**config.mk**
```make
export PLATFORM = sky130hd
export DESIGN_NAME = serial_mag_comp
export DESIGN_NICKNAME = d
export VERILOG_FILES = /design/src/rtl/serial_mag_comp.sv
export SDC_FILE = /design/constraint.sdc
export NUM_CORES = 1
export LEC_CHECK = 0
export CAP_MARGIN = 20
export CORE_UTILIZATION = 45
export DETAILED_ROUTE_END_ITERATION = 8
export GPL_TIMING_DRIVEN = 0
export PLACE_DENSITY_LB_ADDON = 0.25
export SLEW_MARGIN = 25
export SYNTH_ARGS = -nofsm -noshare
export SYNTH_HDL_FRONTEND = slang
export SYNTH_SLANG_ARGS = --single-unit
```
**constraint.sdc**
```tcl
create_clock -name clk -period 1.3 [get_ports clk]
set_input_delay 0.26 -clock clk [delete_from_list [all_inputs] [get_ports clk]]
set_output_delay 0.26 -clock clk [all_outputs]
set_load 0.02 [all_outputs]
```
**src/rtl/serial_mag_comp.sv**
```systemverilog
// Bit-serial unsigned magnitude comparator: MSB-first bit pairs in, {gt, eq, lt} out.
// Optional EARLY_DONE_EN: finish on the first differing bit pair instead of after W pairs.
module serial_mag_comp #(
    parameter int unsigned W = 2
) (
    input  logic       clk,
    input  logic       rst,
    input  logic       start,
    input  logic       bit_valid,
    input  logic       a_bit,
    input  logic       b_bit,
    output logic       ready,
    output logic       done,
    output logic [2:0] x
);

    localparam int unsigned CW = $clog2(W + 1);

    localparam logic [2:0] RES_GT   = 3'b100;
    localparam logic [2:0] RES_EQ   = 3'b010;
    localparam logic [2:0] RES_LT   = 3'b001;
    localparam logic [2:0] RES_NONE = 3'b000;

    typedef enum logic [1:0] {
        IDLE  = 2'd0,
        SHIFT = 2'd1,
        DONE  = 2'd2
    } state_t;

    state_t          state;
    state_t          state_next;
    logic [CW-1:0]   cnt;
    logic [CW-1:0]   cnt_next;
    logic            decided;
    logic            decided_next;
    logic [2:0]      res;
    logic [2:0]      res_next;
    logic [2:0]      x_next;
    logic            done_next;
    logic            ready_next;
    logic            differ;
    logic            last_pair;

    // State register
    always_ff @(posedge clk) begin
        if (rst) begin
            state <= IDLE;
        end else begin
            state <= state_next;
        end
    end

    // Next-state, datapath and output decode
    always_comb begin
        state_next   = state;
        cnt_next     = cnt;
        decided_next = decided;
        res_next     = res;
        x_next       = x;
        done_next    = 1'b0;
        differ       = a_bit ^ b_bit;
        last_pair    = 1'b0;

        case (state)
            IDLE: begin
                if (start) begin
                    state_next   = SHIFT;
                    cnt_next     = '0;
                    decided_next = 1'b0;
                    res_next     = RES_NONE;
                end
            end
            SHIFT: begin
                if (bit_valid) begin
                    cnt_next = cnt + CW'(1);
                    // First differing pair (MSB first) fixes the result for good
                    if (!decided && differ) begin
                        res_next     = a_bit ? RES_GT : RES_LT;
                        decided_next = 1'b1;
                    end
                    last_pair = (cnt == CW'(W - 1));
`ifdef EARLY_DONE_EN
                    if (!decided && differ) begin
                        last_pair = 1'b1;
                    end
`endif
                    if (last_pair) begin
                        state_next = DONE;
                        done_next  = 1'b1;
                        x_next     = decided_next ? res_next : RES_EQ;
                    end
                end
            end
            DONE: begin
                state_next = IDLE;
            end
            default: begin
                state_next = IDLE;
            end
        endcase

        ready_next = (state_next == SHIFT);
    end

    // Datapath and registered outputs
    always_ff @(posedge clk) begin
        if (rst) begin
            cnt     <= '0;
            decided <= 1'b0;
            res     <= RES_NONE;
            x       <= RES_NONE;
            done    <= 1'b0;
            ready   <= 1'b0;
        end else begin
            cnt     <= cnt_next;
            decided <= decided_next;
            res     <= res_next;
            x       <= x_next;
            done    <= done_next;
            ready   <= ready_next;
        end
    end

endmodule

```
==> impl_metrics.yaml <==
hold_path:
  min-delay-start: "res[1]"
  whs_endpoint: "res[1]"
  hold_class: "reg2reg"
  hold_depth: 2
die:
  ioPinCount: 11
  rows: 13
  core-area_mm2: 0.00128
  die_w_um: 39.2
  die_h_um: 39.2
  die_area_mm2: 0.00153
  initial_core_util_pct: 48.4
synthesis:
  syn_area_per_cell_um2: 8.64
  seq_area_frac_synth_pct: 41.9
  syn-num-nets: 79
  yosysWarningCount: 0
  netlist_area_um2: 622
  synthCells: 72
  synth_cell_types: 27
  ys_ff_latch: 13
cells_and_area:
  final_nets: 96
  fill_cells: 116
  areaGrowthSynthToFinish_pct: 25.2
  seq_area_um2: 260
  final_util_pct: 60.6
  final_cell_mix: "13 x dfxtp_1, 8 x nor2_1, 6 x a21oi_1"
  drive_gt1_share_pct: 15.9
  n_antenna_cell: 0
  multiInputGateArea_um2: 322
  layoutNonFillerInstCount: 103
  fin_area_um2: 778
  final_common_cell: "dfxtp_1"
timing:
  layout_min_cycle_time_ns: 1.22
  finalClockSkew_ns: 0.00114
  whs_ns: 0.463
  finalCritPeriodShare_pct: 93.8
  maxSlewHeadroom_pct: 70.9
  setup_viol: 0
  worstMarginPinSlew_ns: 0.436
  hold_violations: 0
  max_freq_mhz: 820
  slew_viol_final: 0
clock_tree:
  cts-root-buf: "clkbuf_4"
  path_clk_slew_ns: 0.07
  cts_tree: "built"
  clk_latency_ns: 0.27
  clock-sinks: 13
  clockBufferDepth: 2
  h-tree-depth: 1
  numCtsBuffers: 3
place:
  post-dp-hpwl_um: 766
  finalWeightedCongestion: 0.740
  placement.io_buffers: 10
  numPlacedInstances: 97
  dpl-instance-area_um2: 741
worst_setup_path:
  crit_family: "buffers and inverters"
  crit_path_max_fanout: 5
  r2r_start: "cnt[0]"
  reg2reg_slack_ns: 0.11
  max_stage_delay_ns: 0.54
  worst_ep_arrival_time_ns: 1.41
  required_ns: 1.49
  cp_slowest_cell: "clkdlybuf4s50_1"
  crit_path_end_kind: "register"
  crit_chain: "clkdlybuf4s50_1 -> nand3_2 -> nor2_4 -> nor2_1 -> a211oi_1"
  r2r-end: "x[1]"
  r2r_cells: 5
  crit_path_start_kind: "input port"
  criticalPathCategory: "in2reg"
  critPathBufInv: 1
detailed_routing:
  wirelength_um: 1070
  avgViaCountPerCell: 5.01
  first_pass_iters: 4
  antenna_left: 0
  drc: 0
  drt_iter0_drc: 18
  num_vias: 516
  wl_per_cell_um: 10.4
power_and_ir_drop:
  leakagePower_nw: 0.333
  pwr-share-comb_pct: 15.2
  power_mw: 0.776
  pwr-share-seq_pct: 53.4
  p_int_mw: 0.585
  ir_drop_mv: 0.542
  power_frac_clock_pct: 31.4
  p_switching_mw: 0.191
  powerDensity_mw_per_mm2: 997
  swShare_pct: 24.6
global_routing:
  grt-ovfl-total: 0
  grt_max_degree: 11
  gr-usage-all-layers_pct: 18.9
  grt_pass1_vias: 418
  grt_pass1_wl_um: 1850
  antenna_found_initial: 0
job:
  maxCapViolCount: 0
outcome:
  outcome: "finished, final reports clean"
## cells in the mapped netlist (all sizes together)
master,n,share of area (%)
xor2,1,1.4
ha,1,2.0
mux2i,1,1.6
nor3,4,3.2
buf,3,3.8
and3,1,1.0
and3b,1,1.4
nand3,1,1.6
a31oi,1,1.0
inv,4,2.4
o21ai,6,4.8
nor2b,4,4.0
clkbuf,1,0.60
a21oi,7,7.4
nand2,4,2.4
a211oi,3,3.6
dfxtp,13,42
nor2,10,7.6
nor4,2,2.0
nand2b,2,3.2
a22o,2,2.8
## cell type report
| class | count | share of cell area (%) |
|---|---|---|
| well taps | 15 | 2.41 |
| clock buffers | 4 | 3.38 |
| flip-flops and latches | 13 | 33.4 |
| plain buffers | 4 | 3.54 |
| repair buffers | 12 | 14.0 |
| multi-input cells | 51 | 41.3 |
| inverters | 4 | 1.93 |
## what timing repair did
action                     4_1_cts  5_1_grt
gates resized for setup          5        2
pin swaps                        0        1
hold buffers                     0        0
buffers inserted                 0        2
setup endpoints to repair        5        3
## worst max-delay path by stage
stage / start / to / cells past startpoint
after floorplan: state[0] / res[2] / 5
after global placement: bit_valid / res[2] / 5
after detailed placement: bit_valid / x[1] / 5
after CTS: x[0] / x[0] / 1
after global routing: cnt[0] / x[2] / 5
final: bit_valid / x[1] / 5
## metrics by stage
step                setup TNS (ns)  setup slack [ns]
CTS                              0             0.101
global route              -0.00134          -0.00134
floorplan                        0             0.209
global placement             -1.53            -0.153
finish                           0            0.0808
detailed placement           -1.72            -0.184
## worst register-to-register path, stage by stage, from the launching register on
cell and delay, ns:
dfxtp_1 0.37, ha_1 0.17, nand3_2 0.13, nor2_4 0.18, nor2_1 0.06, a211oi_1 0.21
## power groups by stage
stage	Sequential [mW]	Clock [mW]	Combinational, mW
floorplan	0.428	0	0.0729
global placement	0.424	0	0.117
detailed placement	0.424	0	0.119
CTS	0.414	0.252	0.116
global route	0.416	0.277	0.131
finish	0.414	0.244	0.118
## metal layers
layer | vias up | wire length (µm) | share of wire, % | GRT usage, %
met2 | 13 | 457 | 43 | 25.8
met1 | 217 | 544 | 51 | 24.9
li1 | 284 | - | - | -
met3 | 2 | 63 | 5.9 | 10.4
met4 | 0 | 7 | 0.65 | 5.17
met5 | - | 0 | 0 | 0
## sequential cells by signal (all words and copies together) (netlist names)
name     flops
x            3
cnt          2
res          3
decided      1
state        2
ready        1
done         1
## cells by family (layout without fill, tap and decap cells)
kind of cell	Yosys count	count (layout)	share of synthesized area, %
AOI/OAI and AO/OA	19	19	19.7
xor gates and xnor gates	1	1	1.41
adders and majority gates	1	1	2.01
buffers and inverters	8	24	6.84
DFF	13	13	41.9
muxes	1	1	1.61
and+or+nand+nor	29	29	26.6
No activity file was read; power rests on OpenSTA's default activity.
